[config.mk]
export PLATFORM = sky130hd
export DESIGN_NAME = load_store_unit
export DESIGN_NICKNAME = d
export VERILOG_FILES = /design/src/rtl/load_store_unit.sv
export SDC_FILE = /design/constraint.sdc
export NUM_CORES = 1
export LEC_CHECK = 0
export CAP_MARGIN = 30
export CELL_PAD_IN_SITES_DETAIL_PLACEMENT = 2
export CELL_PAD_IN_SITES_GLOBAL_PLACEMENT = 2
export CORE_ASPECT_RATIO = 1.4
export CORE_UTILIZATION = 24
export DETAILED_ROUTE_END_ITERATION = 10
export MAX_ROUTING_LAYER = met4
export PLACE_DENSITY = 0.95
export SYNTH_ARGS = -nofsm -noshare
export SYNTH_HDL_FRONTEND = slang
export SYNTH_SLANG_ARGS = --single-unit
[constraint.sdc]
create_clock -name clk -period 4 [get_ports clk]
set_input_delay 0.8 -clock clk [delete_from_list [all_inputs] [get_ports clk]]
set_output_delay 0.8 -clock clk [all_outputs]
set_load 0.05 [all_outputs]
[src/rtl/load_store_unit.sv]
`default_nettype none
// ============================================================================
// load_store_unit : byte-addressed load/store front end for a 1-cycle BRAM
// Revision 1.0
// ============================================================================
module load_store_unit #(
  parameter int ADDR_W = 10
) (
  input  logic        clk,
  input  logic        rst,
  input  logic        req_valid,
  output logic        req_ready,
  input  logic        req_we,
  input  logic [1:0]  req_size,
  input  logic        req_signed,
  input  logic [31:0] req_addr,
  input  logic [31:0] req_wdata,
  output logic        resp_valid,
  output logic        resp_err,
  output logic [31:0] resp_rdata,
  output logic [3:0]  mem_wea,
  output logic [31:0] mem_addra,
  output logic [31:0] mem_dina,
  input  logic [31:0] mem_douta
);

  localparam logic [2:0] S_IDLE = 3'd0;
  localparam logic [2:0] S_WR   = 3'd1;
  localparam logic [2:0] S_RD0  = 3'd2;
  localparam logic [2:0] S_RD1  = 3'd3;
  localparam logic [2:0] S_RESP = 3'd4;

  logic [2:0]  state_q, state_d;
  logic [1:0]  size_q, lane_q;
  logic        signed_q;
  logic [3:0]  wea_q, wea_d;
  logic [31:0] addra_q, addra_d;
  logic [31:0] dina_q, dina_d;
  logic        rvalid_q, rvalid_d;
  logic        rerr_q, rerr_d;
  logic [31:0] rdata_q, rdata_d;
  logic        req_err;
  logic [7:0]  ld_byte;
  logic [15:0] ld_half;
  logic [31:0] ld_data;

  assign req_ready  = (state_q == S_IDLE);
  assign resp_valid = rvalid_q;
  assign resp_err   = rerr_q;
  assign resp_rdata = rdata_q;
  assign mem_wea    = wea_q;
  assign mem_addra  = addra_q;
  assign mem_dina   = dina_q;

  // Misaligned, reserved-size or beyond-the-RAM accesses never touch memory.
  assign req_err = (req_size == 2'b11)
                || ((req_size == 2'b01) && req_addr[0])
                || ((req_size == 2'b10) && (req_addr[1:0] != 2'b00))
                || ((req_addr >> (ADDR_W + 2)) != 32'd0);

  always_ff @(posedge clk) begin
    if (rst) begin
      state_q  <= S_IDLE;
      wea_q    <= 4'b0;
      addra_q  <= 32'd0;
      dina_q   <= 32'd0;
      rvalid_q <= 1'b0;
      rerr_q   <= 1'b0;
      rdata_q  <= 32'd0;
    end else begin
      state_q  <= state_d;
      wea_q    <= wea_d;
      addra_q  <= addra_d;
      dina_q   <= dina_d;
      rvalid_q <= rvalid_d;
      rerr_q   <= rerr_d;
      rdata_q  <= rdata_d;
    end
  end

  always_ff @(posedge clk) begin
    if (rst) begin
      size_q   <= 2'b00;
      lane_q   <= 2'b00;
      signed_q <= 1'b0;
    end else if (req_valid && req_ready) begin
      size_q   <= req_size;
      lane_q   <= req_addr[1:0];
      signed_q <= req_signed;
    end
  end

  always_comb begin
    state_d = S_IDLE;
    case (state_q)
      S_IDLE: begin
        if (!req_valid)   state_d = S_IDLE;
        else if (req_err) state_d = S_RESP;
        else if (req_we)  state_d = S_WR;
        else              state_d = S_RD0;
      end
      S_WR:    state_d = S_RESP;
      S_RD0:   state_d = S_RD1;
      S_RD1:   state_d = S_RESP;
      default: state_d = S_IDLE;
    endcase
  end

  always_comb begin
    ld_byte = 8'd0;
    case (lane_q)
      2'd0:    ld_byte = mem_douta[7:0];
      2'd1:    ld_byte = mem_douta[15:8];
      2'd2:    ld_byte = mem_douta[23:16];
      default: ld_byte = mem_douta[31:24];
    endcase
    ld_half = lane_q[1] ? mem_douta[31:16] : mem_douta[15:0];
    case (size_q)
      2'b00:   ld_data = {{24{signed_q & ld_byte[7]}}, ld_byte};
      2'b01:   ld_data = {{16{signed_q & ld_half[15]}}, ld_half};
      default: ld_data = mem_douta;
    endcase
  end

  // Output registers are loaded with the value they must show in the next state.
  always_comb begin
    wea_d    = 4'b0;
    addra_d  = addra_q;
    dina_d   = dina_q;
    rvalid_d = 1'b0;
    rerr_d   = 1'b0;
    rdata_d  = rdata_q;
    case (state_q)
      S_IDLE: begin
        if (req_valid && req_err) begin
          rvalid_d = 1'b1;
          rerr_d   = 1'b1;
        end else if (req_valid) begin
          addra_d = {{(32 - ADDR_W){1'b0}}, req_addr[ADDR_W+1:2]};
          if (req_we) begin
            case (req_size)
              2'b00: begin
                wea_d  = 4'b0001 << req_addr[1:0];
                dina_d = {4{req_wdata[7:0]}};
              end
              2'b01: begin
                wea_d  = req_addr[1] ? 4'b1100 : 4'b0011;
                dina_d = {2{req_wdata[15:0]}};
              end
              default: begin
                wea_d  = 4'b1111;
                dina_d = req_wdata;
              end
            endcase
          end
        end
      end
      S_WR: rvalid_d = 1'b1;
      S_RD1: begin
        rvalid_d = 1'b1;
        rdata_d  = ld_data;
      end
      default: ;
    endcase
  end

endmodule
`default_nettype wire

==> reports/qor.txt, run 1 <==
setup TNS: 0 ns
Worst Setup SP: req_addr[16]
total congestion overflow: 0
Static Leak: 2.24 nW
Layout area overhead: 53.0%
1st-iter DRT viols: 169
worst path arrival time: 3.05 ns
Starting Density: 24.8%
# setup viols final: 0
IO buf count: 183
Final Net Count: 763
Reg2Reg Setup Slack: 1.35 ns
Top-Level Pins: 206
initial antenna violation count: 2
Resized cells post-CTS: 0
total track usage: 20.0%
fmax: 356 MHz
Cell Area, Synth: 4210 µm²
Warnings, synthesis: 0
FFs w/ async S/R, synth: 0%
synth top area cells: dfxtp_1, mux2i_1, nor2_1
outcome: finished clean
Seq/Total Area, Yosys: 41.9%
gpl congestion: 0.799
area of the multi-input gates: 2140 µm²
Vias: 4382
clock skew: 0.00834 ns
CP Class: in2reg
layout cell share with drive strength beyond 1: 4.96%
worst r2r path cells: 4
vias in the first global route: 4925
FF+latch area: 1760 µm²
# rows: 56
RR Startpoint: lane_q[1]
Die Width: 114 µm
syn_area_per_cell: 8.48 µm²
post-synth top area share: 41.9%
Power, Total: 2.00 mW
max-slew violations: 0
Post-synth EDFFs: 0
via/cell ratio: 4.87
PwrDens: 311 nW/µm²
clk_lat worst skew: 0.34 ns
CP endpoint: mem_dina[15]
RSZ-0062 raised after global routing: false
DRC Markers: 0
flops & latches, synth: 88
Critical Path Start Type: input pin
first-pass GRT wire length: 26700 µm
CTS sink cnt: 88
Max-Cap Viols: 0
top cells by count, synth: dfxtp_1, nor2_1, mux2i_1
core area: 17000 µm²
first drt pass iteration count: 4
worst-case clock buffer depth: 2
clock-pin transition on the worst setup and hold timing paths: 0.07 ns
Cells after Synth: 496
number of distinct library cells after synthesis: 37
total CTS buffers: 9
Setup crit end kind: flop
Slew headroom: 35.0%
most common cell in the netlist: dfxtp_1
root buf cell: clkbuf_16
CP required: 4.24 ns
largest net degree at the start of global routing: 49
Routed wire per std cell: 19.7 µm
Final ANT Viol Nets: 0
DP HPWL: 13300 µm
Die H: 159 µm
Final Cycle Share: 70.1%
Die ar.: 18100 µm²
R2R Path End: resp_rdata[8]
VDD IR-drop max: 0.000180 V
Period minus WS final: 2.81 ns
hold crit path type: reg2reg
cts hold-fix bufs: 0
Final Util: 38.0%
final-report hold violation count: 0
TritonCTS clock tree: done
Max Fanout on Critical Path: 48
total setup buffers inserted after CTS: 0
CTS HTree Levels: 3
Top FF cell, synth: dfxtp_1
final wirelength: 17700 µm
post-synth top area cell: dfxtp_1
Worst-Margin Slew: 0.973 ns
# fillers: 1902
-- layer usage --
metal  vias to the layer above  global-route usage (%)  wire [µm]
met2                       158                    36.3       9630
met3                        63                    2.21        578
li1                       2015                       -          -
met1                      2146                    19.9       6530
met5                         -                       -          0
met4                         0                    14.8        960
-- report_power, final --
group	total (mW)	internal (mW)	switching, mW
sequential	0.893	0.881	0.0126
clock	0.801	0.437	0.364
combinational	0.309	0.136	0.173
total	2.00	1.45	0.549
-- metrics by stage --
stage	setup WS (ns)	cell area [µm²]	cells	hold WS, ns
floorplan	1.81	4280	517	0.455
global placement	0.891	6130	880	0.443
detailed placement	0.773	6130	880	0.471
CTS	1.12	6400	896	0.481
global route	1.00	6430	899	0.503
finish	1.19	6430	899	0.486
-- critical path, cell delays in order --
cell,delay [ns]
clkdlybuf4s50_1,0.41
nor4_1,0.33
o211ai_1,0.29
nor4_4,0.27
buf_4,0.54
nor2_1,0.09
a311oi_1,0.30
-- kinds of logic (layout without fill, tap and decap cells) --
logic type	Yosys count	after routing	share of synthesized area, %
flops	88	88	41.9
mux	55	55	13.1
other cells	1	24	0.0892
simple gates	161	161	16.6
compound gates	116	116	19.1
buf+inv	75	223	9.25
-- cell type report --
cell class              instances  share of cell area, %
multi-input cells             354                   33.2
diodes                          2                 0.0778
flip-flops and latches         88                   27.4
clock inverters                 5                  0.506
well taps                     232                   4.51
repair buffers                191                   29.6
inverters                      16                  0.933
clock buffers                  11                   3.77
-- layout by cell type, fill, tap and decap left out, types with 2 or more instances in the layout --
master	netlist	layout
conb_1	1	22
nor4_1	5	5
nor2b_1	4	4
a221oi_1	6	6
clkinvlp_4	0	3
a21oi_1	13	13
a211oi_2	4	4
clkbuf_16	0	10
o21ai_0	33	33
a22oi_1	7	7
clkinv_2	0	2
buf_4	25	7
nand3_1	3	3
nor2_1	84	84
a2bb2oi_1	7	7
diode_2	0	2
mux2i_1	55	55
nand2b_1	5	5
clkdlybuf4s50_1	0	182
nor3_1	5	4
nand2_1	49	49
a311oi_1	8	8
a211oi_1	31	31
inv_1	16	16
dfxtp_1	88	88
-- how the worst min path moves through the flow --
stage,from,end,slack [ns],cells past startpoint
floorplan,signed_q,signed_q,0.46,2
global placement,resp_rdata[1],resp_rdata[1],0.44,2
detailed placement,resp_rdata[0],resp_rdata[0],0.47,2
CTS,resp_rdata[0],resp_rdata[0],0.48,2
global route,resp_rdata[0],resp_rdata[0],0.50,2
finish,resp_rdata[0],resp_rdata[0],0.49,2
-- state kept, by name, indices dropped and copies added, names as in the netlist --
name and cells:
mem_dina 32, resp_rdata 32, mem_addra 10, mem_wea 4, state_q 3, lane_q 2
size_q 2, resp_err 1, resp_valid 1, signed_q 1
Note: power is estimated with default switching activity, not from simulation.
==> run 2, diff against run 1 <==
Settings changed: CORE_UTILIZATION 24 to 22, PLACE_DENSITY 0.95 to 0.91.
Clock period 4 ns to 2.8 ns, I/O delays scaled along.
==> run 2 against run 1 <==
Effect of this change: count of clock-buffer cells in the layout down 1; critical path depth decreased by 5; die area rose by 9.0%.
==> reports/qor.txt, run 2 (synthesis gave the netlist of run 1 again) <==
clock power share: 44.1% (+4.1 points)
Static Leak: 2.32 nW (+3.7%)
total CTS buffers: 9 (unchanged)
Critical Path Start Type: flop
# rows: 59 (+5.4%)
1st-iter DRT viols: 202 (+20%)
initial antenna violation count: 1 (-1)
TritonCTS clock tree: done
hold_ws: 0.453 ns (-0.0327 ns)
commonest non-fill, non-tap cells in the layout: clkdlybuf4s50_1, dfxtp_1, nor2_1
Starting Density: 22.5% (-2.3 points)
Final ANT Viol Nets: 0 (unchanged)
via/cell ratio: 4.70 (-3.6%)
max-slew violations: 0 (unchanged)
Sw Pwr: 806 µW (+47%)
final wirelength: 16800 µm (-4.8%)
clock skew: 0.0108 ns (+0.00245 ns)
outcome: finished clean
Int Power: 2.27 mW (+56%)
CP required: 2.24 ns (-2.00 ns)
worst-case clock buffer depth: 2 (unchanged)
# fillers: 2078 (+9.3%)
PwrDens: 467 nW/µm² (+50%)
first-pass GRT wire length: 25700 µm (-3.5%)
fmax: 420 MHz
hold crit path type: reg2reg
VDD IR-drop max: 0.000285 V (+59%)
Top-Level Pins: 206 (unchanged)
FF+latch area: 1760 µm² (unchanged)
setup TNS: 0 ns (unchanged)
Final Net Count: 773 (+1.3%)
Comb pwr share: 14.6% (-0.8 points)
Vias: 4327 (-1.3%)
Slew headroom: 58.6% (+24 points)
cts hold-fix bufs: 0 (unchanged)
total congestion overflow: 0 (unchanged)
clk_lat worst skew: 0.34 ns (about the same)
Resized cells post-CTS: 0 (unchanged)
CP Class: reg2out
Max Fanout on Critical Path: 4 (-92%)
area of the multi-input gates: 2140 µm² (unchanged)
Final Cycle Share: 85.0%
core area: 18700 µm² (+10%)
Max-Cap Viols: 0 (unchanged)
Die H: 166 µm (+4.4%)
final-report hold violation count: 0 (unchanged)
root buf cell: clkbuf_16
# setup viols final: 0 (unchanged)
DRC Markers: 0 (unchanged)
worst path arrival time: 1.82 ns (-1.23 ns)
total track usage: 17.5% (-2.5 points)
DP HPWL: 12600 µm (-5.7%)
layout cell share with drive strength beyond 1: 6.52% (+1.6 points)
Sequential Power Share: 41.2% (-3.4 points)
CTS sink cnt: 88 (unchanged)
switching share of power: 26.2% (-1.2 points)
clock-pin transition on the worst setup and hold timing paths: 0.07 ns (about the same)
first drt pass iteration count: 4 (unchanged)
Die ar.: 19700 µm² (+9.0%)
placed instance area: 6250 µm² (+2.0%)
Routed wire per std cell: 18.3 µm (-7.1%)
IO buf count: 183 (unchanged)
vias in the first global route: 4732 (-3.9%)
Layout area overhead: 56.6%
CTS HTree Levels: 3 (unchanged)
Final Util: 35.3% (-2.7 points)
total setup buffers inserted after CTS: 0 (unchanged)
Setup crit end kind: primary output
largest net degree at the start of global routing: 50 (+2.0%)
Power, Total: 3.08 mW (+54%)
Die Width: 119 µm (+4.4%)
Design Area, Final: 6590 µm² (+2.4%)
Period minus WS final: 2.38 ns
RSZ-0062 raised after global routing: false
gpl congestion: 0.789 (-1.2%)
commonest non-fill, non-tap cell in the layout: clkdlybuf4s50_1
Worst-Margin Slew: 0.619 ns (-0.354 ns)
[run 2: cell types whose count changed in the layout (fill, tap and decap cells not counted), moves of 2 or more]
cell / previous run / this run
bufinv_16: 0 / 2
buf_4: 7 / 16
buf_12: 0 / 2
clkinvlp_4: 3 / 1
inv_6: 0 / 2
[run 2: routing by layer]
metal  wire length (µm)  track usage (%)  up-vias
met5                  0                -        -
met1               6610             18.8     2096
met4                637             7.94        0
li1                   -                -     2044
met2               8920             31.4      156
met3                665             3.26       31
[run 2: worst max-delay path, stage by stage (launching register included)]
cell and delay [ns]:
dfxtp_1 0.37, nor3_4 0.26, clkdlybuf4s50_1 0.85
[run 2: final cells by class]
cell class	count	share of cell area [%]
well taps	244	4.64
clock buffers	10	3.63
clock inverters	6	1.37
repair buffers	201	30.2
diodes	2	0.0760
multi-input cells	354	32.5
inverters	16	0.912
flip-flops and latches	88	26.7
[run 2: metrics by stage]
step / setup WS, ns / instances
global placement: 0.154 / 903
floorplan: 0.734 / 517
CTS: 0.377 / 919
global route: 0.276 / 920
finish: 0.421 / 921
detailed placement: 0.0636 / 903
[run 2: final timing paths]
| kind | to | slack, ns | depth (start not counted) | from |
|---|---|---|---|---|
| setup / recovery | req_ready | 0.42 | 2 | state_q[2] |
| hold / removal | resp_rdata[0] | 0.45 | 2 | resp_rdata[0] |
| setup reg to reg | mem_dina[8] | 0.83 | 6 | state_q[2] |
| hold reg to reg | resp_rdata[0] | 0.45 | 2 | resp_rdata[0] |
[run 2: power by group through the flow]
stage / sequential, mW / combinational (mW) / clock [mW]
after global routing: 1.27 / 0.482 / 1.46
after global placement: 1.30 / 0.442 / 0
after CTS: 1.27 / 0.456 / 1.41
final: 1.27 / 0.451 / 1.36
after floorplan: 1.30 / 0.241 / 0
after detailed placement: 1.30 / 0.452 / 0
==> run 3, diff against run 2 <==
Settings changed: CORE_UTILIZATION 22 to 20, PLACE_DENSITY 0.91 to 0.88.
Clock period 2.8 ns to 2.1 ns, I/O delays scaled along.
==> run 3 against run 2 <==
Effect of this change: largest cell class is now buffers; largest power group unchanged; the run now ends with negative setup slack left; cell area increased by 5.4%; worst hold slack worse by 0.11 ns; highest routed layer unchanged; clock skew down 0.0015 ns; critical endpoint is now mem_dina[30].
==> reports/qor.txt, run 3 (synthesis gave the netlist of run 1 again) <==
outcome: finished with violations
failing checks: negative setup slack
Period minus WS final: 2.12 ns
post-route insts no fill: 954 (+3.6%)
post-route setup slack: -0.0194 ns (-0.440 ns)
DP HPWL: 13000 µm (+3.3%)
Layout area overhead: 65.0%
Die ar.: 21600 µm² (+9.8%)
Vias: 4420 (+2.1%)
# rows: 62 (+5.1%)
core area: 20600 µm² (+10%)
CTS sink cnt: 88 (unchanged)
Static Leak: 2.60 nW (+12%)
clock power share: 45.4% (+1.3 points)
Final Util: 33.8% (-1.5 points)
Design Area, Final: 6940 µm² (+5.4%)
number of cells in the design after placement: 934 (+3.4%)
worst path arrival time: 2.34 ns (+0.52 ns)
PwrDens: 614 nW/µm² (+31%)
fmax: 472 MHz
Final Cycle Share: 101%
clk_lat worst skew: 0.35 ns (about the same)
DRC Markers: 0 (unchanged)
Final Net Count: 796 (+3.0%)
Comb pwr share: 15.0% (+0.4 points)
Place WS: -0.440 ns (-0.504 ns)
setup TNS: -0.0194 ns (-0.0194 ns)
Sw Pwr: 1.12 mW (+39%)
clock-pin transition on the worst setup and hold timing paths: 0.07 ns (about the same)
first-pass GRT wire length: 27100 µm (+5.5%)
vias in the first global route: 4722 (-0.21%)
final wirelength: 18100 µm (+7.5%)
CP Class: in2reg
Final ANT Viol Nets: 0 (unchanged)
clock skew: 0.00926 ns (-0.00153 ns)
area of the multi-input gates: 2200 µm² (+2.8%)
worst-case clock buffer depth: 2 (unchanged)
Routed wire per std cell: 19.0 µm (+3.8%)
hold crit path type: in2reg
CTS HTree Levels: 3 (unchanged)
first drt pass iteration count: 4 (unchanged)
switching share of power: 26.3% (+0.10 points)
total CTS buffers: 9 (unchanged)
gpl congestion: 0.807 (+2.2%)
Critical Path Start Type: input pin
Die Width: 125 µm (+4.8%)
placed instance area: 6390 µm² (+2.3%)
Worst-Margin Slew: 0.686 ns (+0.0662 ns)
FF+latch area: 1760 µm² (unchanged)
via/cell ratio: 4.63 (-1.4%)
hold_ws: 0.342 ns (-0.112 ns)
hold path cells: 2 (unchanged)
# setup viols final: 1 (+1)
Setup crit end kind: flop
worst r2r path cells: 4 (-2)
Starting Density: 20.5% (-2.1 points)
# fillers: 2287 (+10%)
total congestion overflow: 0 (unchanged)
layout cell share with drive strength beyond 1: 11.6% (+5.1 points)
Die H: 174 µm (+4.8%)
Power, Total: 4.26 mW (+39%)
Sequential Power Share: 39.7% (-1.5 points)
TritonCTS clock tree: done
# diodes: 0 (-2)
largest net degree at the start of global routing: 50 (unchanged)
total track usage: 16.7% (-0.85 points)
commonest non-fill, non-tap cells in the layout: clkdlybuf4s50_1, dfxtp_1, nor2_1
root buf cell: clkbuf_16
final-report hold violation count: 0 (unchanged)
Max-Cap Viols: 0 (unchanged)
initial antenna violation count: 0 (-1)
Slew headroom: 54.1% (-4.5 points)
Int Power: 3.14 mW (+38%)
max-slew violations: 0 (unchanged)
IO buf count: 183 (unchanged)
Top-Level Pins: 206 (unchanged)
CP required: 2.32 ns (+0.08 ns)
1st-iter DRT viols: 114 (-44%)
commonest non-fill, non-tap cell in the layout: clkdlybuf4s50_1
VDD IR-drop max: 0.000391 V (+37%)
Max Fanout on Critical Path: 12 (+8)
## run 3: changes by cell type in the layout (fill, tap and decap cells not counted), moves of 2 or more
| cell | before | now |
|---|---|---|
| clkbuf_16 | 9 | 11 |
| dlymetal6s2s_1 | 0 | 13 |
| buf_16 | 0 | 2 |
| buf_4 | 16 | 39 |
| nor4_1 | 5 | 1 |
| buf_6 | 0 | 3 |
| clkdlybuf4s50_1 | 182 | 163 |
| nor4_2 | 0 | 4 |
| diode_2 | 2 | 0 |
## run 3: layout make-up
| cell class | instances | area share (%) |
|---|---|---|
| Clock buffer | 9 | 3.24 |
| Clock inverter | 7 | 1.80 |
| Inverter | 16 | 0.865 |
| Multi-Input combinational cell | 354 | 31.7 |
| Sequential cell | 88 | 25.4 |
| Tap cell | 256 | 4.62 |
| Timing Repair Buffer | 224 | 32.4 |
## run 3: path summary, 6_finish.rpt
check	endpoint	startpoint	slack, ns
setup / recovery	mem_dina[30]	req_addr[12]	-0.02
hold / removal	mem_addra[7]	rst	0.34
setup reg to reg	resp_rdata[30]	lane_q[1]	0.19
hold reg to reg	resp_rdata[4]	resp_rdata[4]	0.46
## run 3: repair_timing
item	CTS	global route
pin swaps	0	9
gates cloned	1	2
endpoints found under the setup margin	26	62
buffers inserted	1	0
hold buffers	0	0
gates resized for setup	5	23
## run 3: power groups by stage
| stage | sequential (mW) | clock, mW | combinational, mW |
|---|---|---|---|
| floorplan | 1.73 | 0 | 0.321 |
| global placement | 1.73 | 0 | 0.617 |
| detailed placement | 1.73 | 0 | 0.630 |
| CTS | 1.69 | 2.00 | 0.638 |
| global route | 1.69 | 2.08 | 0.682 |
| finish | 1.69 | 1.93 | 0.638 |
## run 3: per-layer routing
layer / vias to the layer above / part of all wire [%] / GRT usage [%]
met2: 149 / 55 / 30.4
met4: 0 / 2.6 / 5.87
met3: 25 / 4.2 / 3.18
li1: 2085 / - / -
met1: 2161 / 39 / 17.8
met5: - / 0 / -
## run 3: critical path, stage by stage
cell and delay (ns):
clkdlybuf4s50_1 0.41, nor4_1 0.28, o211ai_1 0.22, nor4_4 0.27, buf_6 0.20, clkbuf_16 0.19
mux2i_1 0.27, nor2_1 0.08
==> edit 1: new RTL, flow settings as in run 3 <==
Change the parameter `ADDR_W` from 10 to 9.
--- a/src/rtl/load_store_unit.sv
+++ b/src/rtl/load_store_unit.sv
@@ -4,7 +4,7 @@
 // Revision 1.0
 // ============================================================================
 module load_store_unit #(
-  parameter int ADDR_W = 10
+  parameter int ADDR_W = 9
 ) (
   input  logic        clk,
   input  logic        rst,
Function: changed (Yosys sat finds a counterexample within 4 cycles, from zero or initial values and one cycle with rst high).
==> edit 1 against run 3 <==
  * The flow finishes with violations (DRC)
  * Non-clock buffer count fell by 5
  * Final area fell by 0.92%
  * Critical path depth fell by 7
  * Synthesized area rose by 1.2%
  * First-iteration DRC count rose by 27%
  * Final cell count fell by 0.94%
  * Clock skew fell by 1.6 ps
  * Worst setup slack improved by 110 ps
  * Register-to-register slack got worse by 30 ps
  * Power fell by 9.0%
  * Routed wire length fell by 3.3%
  * Sequential cell count fell by 1
  * Largest power group is now sequential cells
==> edit 1: results <==
[status]
status = finished, violations left
failed_checks = DRC

[clocking]
cts_setup_buffers = 2
cts_resized = 4
clockBufferDepth = 2

[worst_hold_path]
hold_end = resp_rdata[5]
hp-class = reg -> reg

[cells_and_area]
fin_nets = 787
fillers = 2290
layout-drive-gt1-share_pct = 12.6
fin_cells = 945

[power]
leakagePower_nw = 2.49
ir_worst_vdd_v = 0.000329

[worst_setup_path]
crit_path_max_incr_delay_ps = 830
rr_worst_depth = 4
critPathMaxFanout = 2
reg2reg_slack_ps = 160
crit_end = mem_dina[6]
r2r-end = resp_rdata[24]
critical_path.startpoint = mem_dina[6]

[placed_design]
placedCellCount = 922
place_area_um2 = 6390
dp_hpwl_um = 12900
port_buffers = 182
gp_congestion = 0.753
pre_cts_slack_ps = -460

[sta]
slew-limit-headroom_pct = 60.0
skew_ps = 7.61

[global_routing]
grt_max_degree = 38
grt_pass1_vias = 4708
grt_pass1_wl_um = 26500
track_usage_pct = 16.2

[routing]
dr.pass1.iters = 9
vias = 4286
wl_per_cell_um = 18.5
drtIter0Drc = 145
drc = 13

[synth]
ys_types = 39
synth_commonest_cells = 87 x dfxtp_1, 84 x nor2_1, 56 x mux2i_1
synth_area_per_cell_um2 = 8.69
-- edit 1: changes by cell type after synthesis, moves of 3 or more --
cell,change
nand3_1,-3
a211oi_1,-7
a211oi_2,+4
buf_6,+4
a2bb2oi_1,-3
nor3_1,+6
a311oi_2,+8
a311oi_1,-8
-- edit 1: metal layers --
metal	vias to the layer above	global-route usage (%)	wire length, µm
li1	2056	-	-
met1	2057	17.2	6690
met2	151	29.6	9260
met3	22	3.03	1100
met4	0	6.25	448
met5	-	-	0
-- edit 1: cells by family (layout without fill, tap and decap cells) --
| group | after synthesis | after routing | share of synthesized area (%) |
|---|---|---|---|
| AO/OA/AOI/OAI | 110 | 110 | 19.6 |
| buffers and inverters | 73 | 250 | 9.43 |
| flip-flops | 87 | 87 | 40.9 |
| multiplexers | 56 | 56 | 13.2 |
| other | 1 | 23 | 0.0881 |
| AND/OR/NAND/NOR | 163 | 163 | 16.8 |
-- edit 1: power by group --
part,internal (mW),switching (mW)
clock network,0.840,0.742
registers,1.66,0.0123
logic,0.276,0.348
-- edit 1: stage by stage --
stage               total power [mW]  util, %  hold slack, ps
finish                          3.88     33.2             460
global route                    4.02     33.2             484
CTS                             3.93     32.5             461
detailed placement              2.33     30.8             447
global placement                2.32     30.8             444
floorplan                       2.04        -             455
-- edit 1: area by class of cell --
| class | instances | area [µm²] | area share (%) |
|---|---|---|---|
| Clock inverter | 6 | 45.0 | 0.655 |
| Tap cell | 256 | 320 | 4.66 |
| Timing Repair Buffer | 219 | 2230 | 32.4 |
| Multi-Input combinational cell | 352 | 2240 | 32.6 |
| Inverter | 15 | 56.3 | 0.819 |
| Sequential cell | 87 | 1740 | 25.3 |
| Clock buffer | 10 | 239 | 3.48 |
==> edit 2: new RTL, settings of run 3 <==
Without the edit above. Make the reset (`rst`) asynchronous in 2 clocked blocks.
--- a/src/rtl/load_store_unit.sv
+++ b/src/rtl/load_store_unit.sv
@@ -58,7 +58,7 @@
                 || ((req_size == 2'b10) && (req_addr[1:0] != 2'b00))
                 || ((req_addr >> (ADDR_W + 2)) != 32'd0);
 
-  always_ff @(posedge clk) begin
+  always_ff @(posedge clk or posedge rst) begin
     if (rst) begin
       state_q  <= S_IDLE;
       wea_q    <= 4'b0;
@@ -78,7 +78,7 @@
     end
   end
 
-  always_ff @(posedge clk) begin
+  always_ff @(posedge clk or posedge rst) begin
     if (rst) begin
       size_q   <= 2'b00;
       lane_q   <= 2'b00;
Check against the original RTL: differs if rst is asserted again (counterexample within 4 cycles, from zero or initial values and one cycle with rst high); with rst held inactive, the same outputs for 10 cycles.
==> edit 2 against run 3 <==
  * Synthesized area increased by 2.8%
  * Count of clock-buffer cells in the layout grew 2
  * First-iteration DRC count shrank 23%
  * Sequential cell count unchanged
  * Routed wire length down 8.6%
  * Critical endpoint is now mem_dina[0]
  * Worst setup slack better by 79 ps
  * Final area is 1.5% higher
  * Power grew 3.8%
  * Worst hold slack gained 90 ps
  * Sequential power up 2%
==> edit 2: results <==
[worst_setup_path]
crit_path_max_incr_delay_ps = 440
cp.arrival_ps = 2280
r2r-end = mem_dina[0]
critical_path.startpoint = req_addr[13]
reg2reg_slack_ps = 170
reg2reg_from = state_q[0]
critPathMaxFanout = 13
rr_worst_depth = 5

[sta]
tightestPinTransition_ps = 556
skew_ps = 7.45

[cells_and_area]
fin_nets = 711
fillers = 2262

[routing]
drtIter0Drc = 88
wirelength_um = 16500

[synth]
synth_commonest_cells = 88 x dfrtp_1, 63 x mux2_2, 42 x a21oi_1
async_reset_ff_share_pct = 100
synth_mux_area_share_pct = 19.2

[power]
p_seq_mw = 1.73
leakagePower_nw = 3.14
ir_worst_vdd_v = 0.000413
pg_comb_uw = 728

[global_routing]
grt_pass1_wl_um = 25400
grt_pass1_vias = 4393
grt_max_degree = 38

[clocking]
cts_resized = 4

[status]
status = finished clean

[placed_design]
gp_congestion = 0.748
place_area_um2 = 6570
dp_hpwl_um = 12200

[worst_hold_path]
hp-class = in -> async
-- edit 2: cells by family after synthesis --
group,Yosys count
AOI/OAI and AO/OA,87
and+or+nand+nor,101
muxes,75
DFF,88
other,1
buffers and inverters,48
-- edit 2: final cells by class --
cell class              count  area share (%)
flip-flops and latches     88            31.3
repair buffers            220            31.0
multi-input cells         285            27.8
well taps                 260            4.62
clock buffers              11            3.59
clock inverters             5            1.46
inverters                   4           0.267
-- edit 2: layer usage --
metal / vias up / part of all wire [%] / track usage (%)
li1: 1786 / - / -
met1: 1944 / 38 / 16.5
met2: 151 / 54 / 28.0
met3: 22 / 6.0 / 3.85
met4: 0 / 2.2 / 6.33
met5: - / 0 / -
-- edit 2: stage by stage --
stage	total power [mW]	instances	setup slack [ps]	util, %
CTS	4.47	872	2.87	33.0
floorplan	2.14	421	21.4	-
global route	4.57	873	-33.4	33.2
detailed placement	2.48	854	-453	31.0
global placement	2.47	854	-316	31.0
finish	4.42	873	59.6	33.2
